`src/rtl/subcarrier_pkg.sv`:
```
// Shared constants, types and helpers for the subcarrier phase controller.
// FSC_X4 values are 4*Fsc in Hz, rounded to the nearest integer.
package subcarrier_pkg;

   localparam int unsigned PHASE_W    = 40;
   localparam int unsigned SC_CLKHZ_W = 32;
   localparam int unsigned SC_DVD_W   = 64;
   localparam int unsigned SC_SHIFT   = 38;

   localparam logic [31:0] FSC_X4_NTSC = 32'd14_318_182;
   localparam logic [31:0] FSC_X4_PAL  = 32'd17_734_475;

   typedef enum logic [2:0] {
      ST_RESET,
      ST_LOAD,
      ST_DIV,
      ST_CHECK,
      ST_PEND,
      ST_IDLE
   } sc_state_t;

   typedef struct packed {
      logic [SC_CLKHZ_W-1:0] clk_hz;
      logic                  pal_en;
   } sc_cfg_t;

   function automatic logic [31:0] sc_fsc_x4(input logic pal_en);
      return pal_en ? FSC_X4_PAL : FSC_X4_NTSC;
   endfunction

   // FSC_X4 * 2^38 plus half the divisor, so the floor divide rounds
   function automatic logic [SC_DVD_W-1:0] sc_dividend(
      input logic                  pal_en,
      input logic [SC_CLKHZ_W-1:0] clk_hz
   );
      logic [SC_DVD_W-1:0] f;
      logic [SC_DVD_W-1:0] h;
      f = {32'd0, sc_fsc_x4(pal_en)};
      h = {32'd0, 1'b0, clk_hz[SC_CLKHZ_W-1:1]};
      return (f << SC_SHIFT) + h;
   endfunction

endpackage

```
`src/rtl/subcarrier_phase_ctrl_udiv.sv`:
```
// Sequential restoring divider, one quotient bit per cycle, MSB first.
// A start pulse (re)loads the operands; done pulses on the final step.
module udiv_seq #(
   parameter int unsigned DVD_W = 64,
   parameter int unsigned DVS_W = 32
) (
   input  logic             clk,
   input  logic             reset_n,
   input  logic             start_i,
   input  logic [DVD_W-1:0] dividend_i,
   input  logic [DVS_W-1:0] divisor_i,
   output logic             busy_o,
   output logic             done_o,
   output logic [DVD_W-1:0] quotient_o
);

   localparam int unsigned CNT_W = $clog2(DVD_W);

   // dividend bits shift out the top while quotient bits shift in below
   logic [DVD_W-1:0] dq_q, dq_d;
   logic [DVS_W-1:0] rem_q, rem_d;
   logic [DVS_W-1:0] dvs_q, dvs_d;
   logic [CNT_W-1:0] cnt_q, cnt_d;
   logic             run_q, run_d;
   logic [DVS_W:0]   rem_sh;
   logic [DVS_W:0]   rem_sub;
   logic             take;

   always_comb begin
      rem_sh  = {rem_q, dq_q[DVD_W-1]};
      rem_sub = rem_sh - {1'b0, dvs_q};
      take    = rem_sh >= {1'b0, dvs_q};
      dq_d    = dq_q;
      rem_d   = rem_q;
      dvs_d   = dvs_q;
      cnt_d   = cnt_q;
      run_d   = run_q;
      if (start_i) begin
         dq_d  = dividend_i;
         rem_d = '0;
         dvs_d = divisor_i;
         cnt_d = CNT_W'(DVD_W - 1);
         run_d = 1'b1;
      end else if (run_q) begin
         dq_d  = {dq_q[DVD_W-2:0], take};
         rem_d = take ? rem_sub[DVS_W-1:0]
                      : rem_sh[DVS_W-1:0];
         cnt_d = cnt_q - 1'b1;
         if (cnt_q == '0) begin
            run_d = 1'b0;
         end
      end
   end

   always_ff @(posedge clk) begin
      if (!reset_n) begin
         dq_q  <= '0;
         rem_q <= '0;
         dvs_q <= '0;
         cnt_q <= '0;
         run_q <= 1'b0;
      end else begin
         dq_q  <= dq_d;
         rem_q <= rem_d;
         dvs_q <= dvs_d;
         cnt_q <= cnt_d;
         run_q <= run_d;
      end
   end

   assign busy_o     = run_q;
   assign done_o     = run_q & ~start_i & (cnt_q == '0);
   assign quotient_o = dq_q;

endmodule

```
`src/rtl/subcarrier_phase_ctrl.sv`:
```
// Derives the subcarrier phase increment from clk_hz and the video
// standard, committing new values only at a vsync rise once running.
module subcarrier_phase_ctrl
   import subcarrier_pkg::*;
#(
   parameter int unsigned CLKHZ_W = 32,
   parameter int unsigned PHASE_W = subcarrier_pkg::PHASE_W
) (
   input  logic               clk,
   input  logic               reset_n,
   input  logic [CLKHZ_W-1:0] clk_hz,
   input  logic               pal_en,
   input  logic               enable,
   input  logic               vsync,
   output logic [PHASE_W-1:0] phase_inc,
   output logic               phase_inc_valid,
   output logic               subcarrier_enable,
   output logic               busy,
   output logic               cfg_err
);

   sc_state_t state_q, state_d;
   sc_cfg_t   cfg_q, cfg_d, cfg_in;

   logic               vsync_d_q;
   logic [PHASE_W-1:0] phase_q, phase_d;
   logic               valid_q, valid_d;
   logic               err_q, err_d;
   logic               sen_q, sen_d;

   logic                cfg_chg;
   logic                vs_rise;
   logic                nyq_err;
   logic [31:0]         fsc;
   logic                div_start;
   logic                div_busy;
   logic                div_done;
   logic [SC_DVD_W-1:0] quot;
   logic                commit;
   logic                fail;

   assign cfg_in  = '{clk_hz: clk_hz, pal_en: pal_en};
   assign cfg_chg = cfg_in != cfg_q;
   assign vs_rise = vsync & ~vsync_d_q;
   assign fsc     = sc_fsc_x4(cfg_q.pal_en);

   // below Nyquist: clk_hz must be at least 2*Fsc (i.e. 2*clk >= 4*Fsc)
   assign nyq_err = (cfg_q.clk_hz == '0)
                  | ({cfg_q.clk_hz, 1'b0} < {1'b0, fsc});

   udiv_seq #(
      .DVD_W (SC_DVD_W),
      .DVS_W (CLKHZ_W)
   ) u_div (
      .clk        (clk),
      .reset_n    (reset_n),
      .start_i    (div_start),
      .dividend_i (sc_dividend(cfg_in.pal_en, cfg_in.clk_hz)),
      .divisor_i  (cfg_in.clk_hz),
      .busy_o     (div_busy),
      .done_o     (div_done),
      .quotient_o (quot)
   );

   always_ff @(posedge clk) begin
      if (!reset_n) begin
         state_q <= ST_RESET;
      end else begin
         state_q <= state_d;
      end
   end

   always_comb begin
      state_d = state_q;
      unique case (state_q)
         ST_RESET: state_d = ST_LOAD;
         ST_LOAD:  state_d = ST_DIV;
         ST_DIV:   if (div_done) state_d = ST_CHECK;
         ST_CHECK: begin
            if (nyq_err || !valid_q) state_d = ST_IDLE;
            else                     state_d = ST_PEND;
         end
         ST_PEND:  if (vs_rise) state_d = ST_IDLE;
         ST_IDLE:  state_d = ST_IDLE;
         default:  state_d = ST_RESET;
      endcase
      // a new config aborts whatever is in flight
      if (cfg_chg && state_q != ST_LOAD && state_q != ST_RESET) begin
         state_d = ST_LOAD;
      end
   end

   always_comb begin
      div_start = 1'b0;
      commit    = 1'b0;
      fail      = 1'b0;
      busy      = 1'b0;
      unique case (state_q)
         ST_LOAD: begin
            div_start = 1'b1;
            busy      = 1'b1;
         end
         ST_DIV: busy = 1'b1;
         ST_CHECK: begin
            busy   = 1'b1;
            fail   = ~cfg_chg & nyq_err;
            commit = ~cfg_chg & ~nyq_err & ~valid_q;
         end
         ST_PEND: begin
            busy   = 1'b1;
            commit = ~cfg_chg & vs_rise;
         end
         default: busy = 1'b0;
      endcase
   end

   always_comb begin
      cfg_d   = cfg_q;
      phase_d = phase_q;
      valid_d = valid_q;
      err_d   = err_q;
      sen_d   = enable & valid_q;
      if (state_q == ST_LOAD) begin
         cfg_d = cfg_in;
      end
      if (commit) begin
         phase_d = quot[PHASE_W-1:0];
         valid_d = 1'b1;
         err_d   = 1'b0;
      end else if (fail) begin
         phase_d = '0;
         valid_d = 1'b0;
         err_d   = 1'b1;
      end
   end

   always_ff @(posedge clk) begin
      if (!reset_n) begin
         cfg_q     <= '0;
         vsync_d_q <= 1'b0;
         phase_q   <= '0;
         valid_q   <= 1'b0;
         err_q     <= 1'b0;
         sen_q     <= 1'b0;
      end else begin
         cfg_q     <= cfg_d;
         vsync_d_q <= vsync;
         phase_q   <= phase_d;
         valid_q   <= valid_d;
         err_q     <= err_d;
         sen_q     <= sen_d;
      end
   end

   assign phase_inc         = phase_q;
   assign phase_inc_valid   = valid_q;
   assign subcarrier_enable = sen_q;
   assign cfg_err           = err_q;

endmodule

```
`config.mk`:
```
export PLATFORM = sky130hd
export DESIGN_NAME = subcarrier_phase_ctrl
export DESIGN_NICKNAME = d
export VERILOG_FILES = /design/src/rtl/subcarrier_pkg.sv /design/src/rtl/subcarrier_phase_ctrl_udiv.sv /design/src/rtl/subcarrier_phase_ctrl.sv
export SDC_FILE = /design/constraint.sdc
export NUM_CORES = 1
export LEC_CHECK = 0
export CORE_MARGIN = 3
export CORE_UTILIZATION = 43
export DETAILED_ROUTE_END_ITERATION = 16
export GPL_TIMING_DRIVEN = 0
export MAX_ROUTING_LAYER = met4
export PLACE_DENSITY_LB_ADDON = 0.12
export SETUP_SLACK_MARGIN = 0.4
export SYNTH_ARGS = -nofsm -noshare
export SYNTH_HDL_FRONTEND = slang
export SYNTH_SLANG_ARGS = --single-unit
```
`constraint.sdc`:
```
create_clock -name clk -period 3.7 [get_ports clk]
set_input_delay 0.37 -clock clk [delete_from_list [all_inputs] [get_ports clk]]
set_output_delay 0.37 -clock clk [all_outputs]
set_load 0.1 [all_outputs]
```
After elaboration in Yosys (flattened, before gate mapping)
Index checks and enable logic that the tools add are counted.
Storage, ports and cells
  register bits: 215
  bits of input ports: 37
  output and inout port bits: 44
  logic and storage cells: 84
Operators by class
  $add $sub $neg: 3
  magnitude comparators: 2
  eq/ne operators: 11
  multiplexer cells: 23
  bitwise operators: 15
  reductions and logical operators: 16
Operators by type and width (number)
  2-to-1 mux 64 bit: 2
  2-to-1 mux 40 bit: 2
  adder 63 x 31 -> 64 bit: 1
  2-to-1 mux 25 bit: 2
  greater-or-equal comparator 33 x 32 -> 1 bit: 1
  < comparator 33 x 25 -> 1 bit: 1
  != test 33 bit: 1
  zero test 32 bit: 1
  2-to-1 mux 32 bit: 1
  subtractor 32 bit: 1
  case mux 3 bit (6 select lines): 1
  2-to-1 mux 6 bit: 2
  2-to-1 mux 1 bit: 10
  bitwise AND 1 bit: 8
  == test 3 x 2 -> 1 bit, second input constant: 2
  == test 3 bit, second input constant: 2
  zero test 6 bit: 1
  2-to-1 mux 3 bit: 2
  != test 3 bit, second input constant: 2
  inverter 1 bit: 6
  OR reduction 2 bit: 3
  subtractor 6 x 1 -> 6 bit, second input constant: 1
  != test 2 bit, second input constant: 2
  AND reduction 2 bit: 2
  other kinds (11): 13

Logic depth before layout (Yosys ltp)
Gate-level depths: netlist of the first run.
  depth after elaboration: 8
  depth in mapped cells: 13
  gate-level depth less buffers: 12

Cells and area by module
A second synthesis of the first run with hierarchy kept.
Unflattened totals
  cells, all modules: 1395
  area total of the unflattened synthesis: 11898.9 µm²
Modules (own cells, without submodules)
  udiv_seq: times used 1, cells each 937, area an instance 7845.0 µm², seq. area each 2702.6 µm²
  subcarrier_phase_ctrl: times used 1, cells each 458, area an instance 4053.9 µm², seq. area each 1601.5 µm²

Worst setup path after synthesis of the first run
OpenSTA, ideal clock, no wires.
  path kind: reg-to-reg
  start point: reg, netlist name cfg_q[16]
  end point: reg u_div.rem_q[30]
  setup time: 0.091 ns
  data arrival time: 2.859 ns
  required time: 3.609 ns
  slack: 0.750 ns
  cell stages (with the launch flop): 13
  buffers on the path: 1
  clock period less this slack: 2.950 ns
  path through: dfxtp_1 inv_1 ha_1 clkbuf_1 nand4_1 or3_1 a211oi_2 nor4b_4 o31ai_2 a2111oi_2 nor2_1 mux2_1 a311oi_1
RTL lines
  end signal: assignment: line subcarrier_phase_ctrl_udiv.sv:64  | rem_q <= rem_d;
  end: declaration: line subcarrier_phase_ctrl_udiv.sv:21  | logic [DVS_W-1:0] rem_q, rem_d;

==> results of run 1 <==
area by class of cell:
type	count	area (um2)
clock inverter	15	201.4
multi-input combinational	876	5857
fill	2185	10340
timing repair buffer	84	828.3
inverter	48	180.2
tap	280	350.3
buffer	74	311.5
sequential	183	3669
clock buffer	17	425.4
logic make-up after synthesis:
family | share of synthesized area
mux | 0.08148
compound gates | 0.2038
simple gates | 0.1791
flops | 0.3716
fa+ha+maj | 0.06041
xor+xnor | 0.05597
buf+inv | 0.04759
flip-flops by register name (all words and copies together) (netlist names):
name	count
cfg_err	1
cfg_q	33
phase_inc	40
phase_inc_valid	1
state_q	3
subcarrier_enable	1
u_div.busy_o	1
u_div.cnt_q	6
u_div.quotient_o	64
u_div.rem_q	32
vsync_d_q	1
power by group through the flow:
stage | registers [mW] | logic, mW | clock network (mW)
final | 2.77 | 6.55 | 1.93
after global routing | 2.83 | 7.17 | 2.04
after CTS | 2.76 | 6.25 | 1.95
after detailed placement | 2.80 | 6.00 | 0
after global placement | 2.80 | 5.96 | 0
after floorplan | 2.68 | 4.60 | 0
worst max-delay path, delay by kind of cell, from the launching register on:
| family | cells | cell delay (ps) |
|---|---|---|
| multiplexers | 1 | 320 |
| flip-flops | 1 | 430 |
| buffers and inverters | 2 | 290 |
| AND/OR/NAND/NOR | 4 | 900 |
| AO/OA/AOI/OAI | 4 | 850 |
| adder cells (fa/ha/maj) | 1 | 290 |
cells in the mapped netlist, types with 9 or more instances:
cell / instances
xnor2_1: 40
and2_1: 34
a21boi_0: 46
o21ai_0: 83
nor3_1: 10
nand2_1: 143
a211oi_1: 9
nand4_1: 56
nand2b_1: 12
xor2_1: 23
ha_1: 46
clkbuf_1: 58
nor2_1: 54
nor4_1: 18
a21o_1: 14
o21ai_1: 44
a21oi_1: 73
mux2i_1: 78
dfxtp_1: 183
inv_1: 47
stage by stage:
step | std cells | area (um2) | worst slack [ps] | hold slack (ps)
2_1_floorplan | 1180 | 9858 | 750.0 | 437.4
3_3_place_gp | 1539 | 11000 | -140.6 | 448.7
3_5_place_dp | 1539 | 11000 | -113.1 | 452.6
4_1_cts | 1573 | 11690 | 326.4 | 466.2
5_1_grt | 1577 | 11820 | 315.5 | 482.8
6_report | 1577 | 11820 | 521.3 | 463.5
per-layer routing:
| layer | part of all wire | vias to the layer above | GRT usage |
|---|---|---|---|
| li1 | - | 4404 | - |
| met1 | 0.49 | 4221 | 0.3327 |
| met2 | 0.46 | 205 | 0.3759 |
| met3 | 0.043 | 22 | 0.03574 |
| met4 | 0.011 | 0 | 0.04669 |
| met5 | 0 | - | - |
what timing repair did:
action,CTS,global route
cloned,0,1
setup buffers,2,3
resized for setup,12,30
pin swaps,0,3
setup endpoints to repair,68,74
path summary, 6_finish.rpt:
check                    endpoint  slack [ps]
hold / removal      phase_inc[24]         460
setup reg to reg  u_div.rem_q[30]         520
hold reg to reg     phase_inc[24]         460
setup / recovery  u_div.rem_q[30]         520
==> impl_metrics.yaml, run 1 <==
status:
  status: "finished, final reports clean"
global_routing:
  grt_max_degree: 23
  gr-usage-all-layers: 0.2401
  grt_pass1_vias: 8420
  grt_overflow: 0
  grt_pass1_wl_um: 45710
  antenna_found_initial: 0
clock_network:
  numCtsBuffers: 17
  cts_hold_buffers: 0
  clock_path_buffers: 2
  cts_tree: "built"
  clk_pin_slew_ps: 80
  htree_levels: 4
  clock_latency_ps: 450
  cts_sinks: 183
  ctsRootBufferMaster: "clkbuf_16"
setup_path:
  ff2ff_path_depth: 12
  setup.worst_path.start_class: "flip-flop"
  crit_chain: "inv_1 > ha_1 > clkbuf_2 > nand4_1 > or3_1 > o21ai_2 > nor4b_4 > o31ai_4 > a2111oi_2 > nor2_1 > mux2_1 > a311oi_1"
  slowest_stage: "dfxtp_2"
  path_max_fanout: 7
  crit_required_ps: 4050
  critPathCaptureType: "flip-flop"
  worstReg2RegStart: "cfg_q[16]"
  cp_slowest_stage_delay_ps: 430
  crit_start: "cfg_q[16]"
  cp.arrival_ps: 3530
  path_class: "flip-flop to flip-flop"
route:
  detail-route-antenna-nets: 0
  drt_iter0_drc: 713
  post_drt_wl_per_cell_um: 18.41
  avgViaCountPerCell: 5.613
  wl_um: 29030
  drc: 0
  drtPass1Iterations: 5
  vias: 8852
final_layout:
  drive_gt1_frac: 0.06322
  layout.nets: 1368
  layout_common_cells: "dfxtp_1, nand2_1, o21ai_0"
  fin_util: 0.5335
  syn_to_final_growth_pct: 19.93
  final_common_cell: "dfxtp_1"
  diodes: 0
worst_hold_path:
  hp-start: "phase_inc[24]"
  worst_hold_path.num_cells: 2
  hold_class: "flip-flop to flip-flop"
synthesis:
  ys_ff_latch: 183
  synthesis.area_um2: 9858
  yosysTopAreaCell: "dfxtp_1"
  synthTopCellsByArea: "dfxtp_1, mux2i_1, ha_1"
  syn_avg_cell_area_um2: 8.354
  synth_enable_flop_cells: 0
  synthCells: 1180
  async_reset_ff_frac: 0
  yosysSeqAreaShare: 0.3716
  synth_nets: 1264
  yosys_warnings: 0
  synth_top_area_frac: 0.3716
  yosys_most_used_dff: "dfxtp_1"
  synth_cell_type_count: 63
power_and_ir_drop:
  p_leak_nw: 4.358
  p_int_mw: 6.000
  power_frac_comb: 0.582
  clockPowerShare: 0.172
  ir_drop_mv: 0.4837
  seqPwrFrac: 0.246
  swShare: 0.4666
  switchingPower_mw: 5.249
  p_total_mw: 11.25
  cellPowerDensity_nw_per_um2: 951.5
timing:
  fin_crit_sh: 0.8591
  final_hold_viol_count: 0
  finalSetupTns_ps: 0
  final-max-slew-violation-count: 0
  skew_ps: 16.31
  fmax_mhz: 314.6
  min_period_ps: 3179
  max_slew_margin: 0.3422
  grt_setup_unrepaired: "yes"
  setup_viol: 0
  tightest_slew_ps: 983.7
placed_design:
  routabilityCongestion: 0.8999
  post-dp-hpwl_um: 21570
  portBuffers: 79
floorplan:
  start_util: 0.4448
  die_y_um: 157.4
  io_pins: 81
  die_w_um: 157.4
  coreArea_um2: 22160
  dieArea_um2: 24780
  rows: 54
run:
  maxCapViolations: 0
Note: power is estimated with default switching activity, not from simulation.
==> run 2, diff against run 1 <==
--- a/config.mk
+++ b/config.mk
@@ -5,6 +5,7 @@
 export SDC_FILE = /design/constraint.sdc
 export NUM_CORES = 1
 export LEC_CHECK = 0
+export CORE_ASPECT_RATIO = 1.5
 export CORE_MARGIN = 3
 export CORE_UTILIZATION = 43
 export DETAILED_ROUTE_END_ITERATION = 16
==> constraint.sdc (replaced) <==
create_clock -name clk -period 3.7 [get_ports clk]
set_input_delay 0.74 -clock clk [delete_from_list [all_inputs] [get_ports clk]]
set_output_delay 0.74 -clock clk [all_outputs]
set_load 0.1 [all_outputs]
==> impl_metrics.yaml, run 2 (synthesis gave the netlist of run 1 again) <==
status:
  status: "finished, final reports clean"
placed_design:
  numPlacedInstances: 1535
  portBuffers: 79
  routabilityCongestion: 0.8898
  post-dp-hpwl_um: 22730
  placed_area_um2: 10990
global_routing:
  gr-usage-all-layers: 0.2513
  grt_max_degree: 18
  grt_pass1_wl_um: 47420
  grt_pass1_vias: 8830
  grt_overflow: 0
  antenna_found_initial: 0
timing:
  grt_setup_unrepaired: "yes"
  final-max-slew-violation-count: 0
  tightest_slew_ps: 981.9
  fin_crit_sh: 0.8657
  max_slew_margin: 0.3385
  skew_ps: 10.87
  finalSetupTns_ps: 0
  final_hold_viol_count: 0
  min_period_ps: 3203
  fmax_mhz: 312.2
  setup_viol: 0
floorplan:
  die_w_um: 129.6
  die_y_um: 191.4
  rows: 67
  coreArea_um2: 22470
  io_pins: 81
  dieArea_um2: 24820
  start_util: 0.4388
clock_network:
  cts_tree: "built"
  htree_levels: 4
  cts_hold_buffers: 0
  clock_latency_ps: 450
  ctsRootBufferMaster: "clkbuf_16"
  numCtsBuffers: 17
  clock_path_buffers: 2
  clk_pin_slew_ps: 70
  cts_sinks: 183
setup_path:
  slowest_stage: "dfxtp_2"
  crit_family: "compound AO/OA/AOI/OAI gates"
  crit_required_ps: 4050
  cp.arrival_ps: 3550
  path_max_fanout: 7
  path_depth: 12
  regToRegSetupSlack_ps: 500
  crit_buf_inv: 2
  worstReg2RegStart: "cfg_q[16]"
  ff2ff_path_depth: 12
  crit_start: "cfg_q[16]"
  crit_chain: "inv_1 > ha_1 > clkbuf_4 > nand4_1 > or3_4 > a211oi_4 > nor4b_4 > o31ai_4 > a2111oi_2 > nor2_1 > mux2_1 > a311oi_1"
  cp_slowest_stage_delay_ps: 410
  critPathCaptureType: "flip-flop"
  setup.worst_path.start_class: "flip-flop"
  path_class: "flip-flop to flip-flop"
final_layout:
  drive_gt1_frac: 0.07969
  fillers: 2190
  largest_register_ffs: 64
  final_common_cell: "dfxtp_1"
  diodes: 0
  finalInstanceArea_um2: 11820
  layout.cells.non_filler: 1581
  layout.nets: 1376
  syn_to_final_growth_pct: 19.91
  layout_common_cells: "dfxtp_1, nand2_1, o21ai_0"
route:
  vias: 8790
  drc: 0
  avgViaCountPerCell: 5.560
  wl_um: 29750
  detail-route-antenna-nets: 0
  post_drt_wl_per_cell_um: 18.82
  drt_iter0_drc: 385
  drtPass1Iterations: 5
power_and_ir_drop:
  cellPowerDensity_nw_per_um2: 953.7
  p_leak_nw: 4.356
  ir_drop_mv: 0.4535
worst_hold_path:
  hp-start: "phase_inc[15]"
  worst_hold_path.num_cells: 2
  hold_class: "flip-flop to flip-flop"
run:
  maxCapViolations: 0
## run 2: cell types whose count changed in the layout (fill, tap and decap cells not counted), sizes merged
cell           delta
buf              +10
clkbuf            -1
clkdlybuf4s50     -1
clkinv            +1
clkinvlp          +4
dlygate4sd2       +1
inv               -6
## run 2: cell type report
type                            instances  area (um2)  share of cell area
Multi-Input combinational cell        876        5862              0.4959
Sequential cell                       183        3679              0.3112
Timing Repair Buffer                   92       887.1             0.07504
Clock buffer                           18       439.2             0.03715
Tap cell                              276       345.3             0.02921
Buffer                                 74       309.0             0.02614
Inverter                               48       180.2             0.01524
Clock inverter                         14       120.1             0.01016
## run 2: worst paths after layout
kind                          end
setup / recovery  u_div.rem_q[30]
hold / removal      phase_inc[15]
setup reg to reg  u_div.rem_q[30]
hold reg to reg     phase_inc[15]
## run 2: repair_timing
item,CTS,global route
hold endpoints to repair,0,0
endpoints found under the setup margin,73,72
pin swaps,3,10
gates resized for setup,16,39
buffers inserted,1,12
gates cloned,0,1
## run 2: metrics by stage
stage               worst slack, ps  hold slack [ps]    util  power (mW)
floorplan                     727.8            437.4       -       7.275
global placement             -621.7            451.7  0.4894       8.915
detailed placement           -549.9            452.2  0.4894       8.931
CTS                           422.9            462.6  0.5174       10.87
global route                  375.9            481.7  0.5262       12.08
finish                        496.8            458.7  0.5262       11.27
## run 2: power breakdown
group	internal (mW)	switching [mW]	total, mW
sequential	2.39	0.397	2.78
combinational	2.77	3.96	6.73
clock	0.893	0.867	1.76
## run 2: worst reg2reg max path, stage by stage, from the launching register on
cell       delay [ps]
dfxtp_2           410
inv_1              80
ha_1              280
clkbuf_4          190
nand4_1           150
or3_4             390
a211oi_4          230
nor4b_4            90
o31ai_4           390
a2111oi_2         130
nor2_1            160
mux2_1            340
a311oi_1          260
## run 2: metal layers
metal | up-vias | GRT usage | share of wire
met5 | - | - | 0
met4 | 0 | 0.1136 | 0.041
met3 | 61 | 0.03523 | 0.026
met2 | 184 | 0.4265 | 0.51
met1 | 4135 | 0.2920 | 0.42
li1 | 4410 | - | -
==> run 3, diff against run 2 <==
==> constraint.sdc (replaced) <==
create_clock -name clk -period 3.7 [get_ports clk]
set_input_delay 0.74 -clock clk [delete_from_list [all_inputs] [get_ports clk]]
set_output_delay 0.74 -clock clk [all_outputs]
set_load 0.05 [all_outputs]
==> impl_metrics.yaml, run 3 (synthesis gave the netlist of run 1 again) <==
power_and_ir_drop:
  cellPowerDensity_nw_per_um2: 951.9
  ir_drop_mv: 0.4535
  p_leak_nw: 4.354
route:
  wl_um: 29750
  drc: 0
  avgViaCountPerCell: 5.560
  drtPass1Iterations: 5
  post_drt_wl_per_cell_um: 18.82
  detail-route-antenna-nets: 0
  drt_iter0_drc: 385
  vias: 8790
clock_network:
  clock_path_buffers: 2
  htree_levels: 4
  clk_pin_slew_ps: 70
  cts_sinks: 183
  clock_latency_ps: 450
  cts_tree: "built"
  cts_hold_buffers: 0
  ctsRootBufferMaster: "clkbuf_16"
  numCtsBuffers: 17
final_layout:
  diodes: 0
  fillers: 2192
  largest_register_ffs: 64
  final_common_cell: "dfxtp_1"
  finalInstanceArea_um2: 11820
  syn_to_final_growth_pct: 19.93
  layout_common_cells: "dfxtp_1, nand2_1, o21ai_0"
  layout.nets: 1376
  drive_gt1_frac: 0.07969
  fin_util: 0.5262
setup_path:
  setup.worst_path.start_class: "flip-flop"
  path_class: "flip-flop to flip-flop"
  critPathCaptureType: "flip-flop"
  path_max_fanout: 7
  crit_required_ps: 4050
  cp.arrival_ps: 3550
floorplan:
  start_util: 0.4388
  dieArea_um2: 24820
  die_w_um: 129.6
  rows: 67
  die_y_um: 191.4
  coreArea_um2: 22470
  io_pins: 81
global_routing:
  grt_pass1_vias: 8830
  grt_max_degree: 18
  gr-usage-all-layers: 0.2513
  antenna_found_initial: 0
  grt_overflow: 0
  grt_pass1_wl_um: 47420
placed_design:
  portBuffers: 79
  post-dp-hpwl_um: 22730
  routabilityCongestion: 0.8898
  placed_area_um2: 10990
timing:
  tightest_slew_ps: 981.9
  setup_viol: 0
  fin_crit_sh: 0.8657
  min_period_ps: 3203
  max_slew_margin: 0.3385
  final-max-slew-violation-count: 0
  final_hold_viol_count: 0
  fmax_mhz: 312.2
  skew_ps: 10.87
  grt_setup_unrepaired: "yes"
run:
  maxCapViolations: 0
status:
  status: "finished, final reports clean"
worst_hold_path:
  hold_class: "flip-flop to flip-flop"
run 3: cell count changes in the layout (fill, tap and decap cells not counted):
cell,previous run,this run
clkdlybuf4s50_1,78,79
dlygate4sd2_1,1,0
run 3: critical path, cell delays in order, from the launching register on:
cell and delay [ps]:
dfxtp_2 410, inv_1 80, ha_1 280, clkbuf_4 190, nand4_1 150, or3_4 390, a211oi_4 230, nor4b_4 90
o31ai_4 390, a2111oi_2 120, nor2_1 160, mux2_1 340, a311oi_1 260
run 3: final timing paths:
path	startpoint	endpoint	slack [ps]	depth (start not counted)
worst max-delay path	cfg_q[16]	u_div.rem_q[30]	500	12
worst min register to register	phase_inc[15]	phase_inc[15]	460	2
worst min-delay path	phase_inc[15]	phase_inc[15]	460	2
worst max register to register	cfg_q[16]	u_div.rem_q[30]	500	12
run 3: report_power, final:
part / internal, mW / switching, mW / total [mW]
clock network: 0.893 / 0.867 / 1.76
logic: 2.77 / 3.94 / 6.71
registers: 2.39 / 0.397 / 2.78
run 3: timing repair:
item,in CTS,in global routing
setup endpoints to repair,72,72
gates cloned,0,1
buffers inserted,1,12
gates resized for setup,15,39
pin swaps,3,10
run 3: final cells by class:
| type | count | area (um2) | share of cell area |
|---|---|---|---|
| Inverter | 48 | 180.2 | 0.01524 |
| Clock inverter | 14 | 120.1 | 0.01016 |
| Buffer | 74 | 309.0 | 0.02614 |
| Multi-Input combinational cell | 876 | 5862 | 0.4958 |
| Sequential cell | 183 | 3679 | 0.3111 |
| Timing Repair Buffer | 92 | 888.4 | 0.07514 |
| Clock buffer | 18 | 439.2 | 0.03715 |
| Tap cell | 276 | 345.3 | 0.02921 |
run 3: routing by layer:
metal	global-route usage	share of wire
met5	-	0
met1	0.2920	0.42
met2	0.4265	0.51
met3	0.03523	0.026
met4	0.1136	0.041
run 3: stage by stage:
step           total power [mW]  hold slack, ps  instances  TNS [ps]  setup slack [ps]
3_5_place_dp              8.905           452.2       1535    -21770            -549.9
6_report                  11.25           458.7       1581         0             496.8
5_1_grt                   12.06           481.7       1581         0             375.9
3_3_place_gp              8.890           451.7       1535    -24690            -621.7
4_1_cts                   10.85           462.6       1568         0             422.9
2_1_floorplan             7.250           437.4       1180         0             750.0
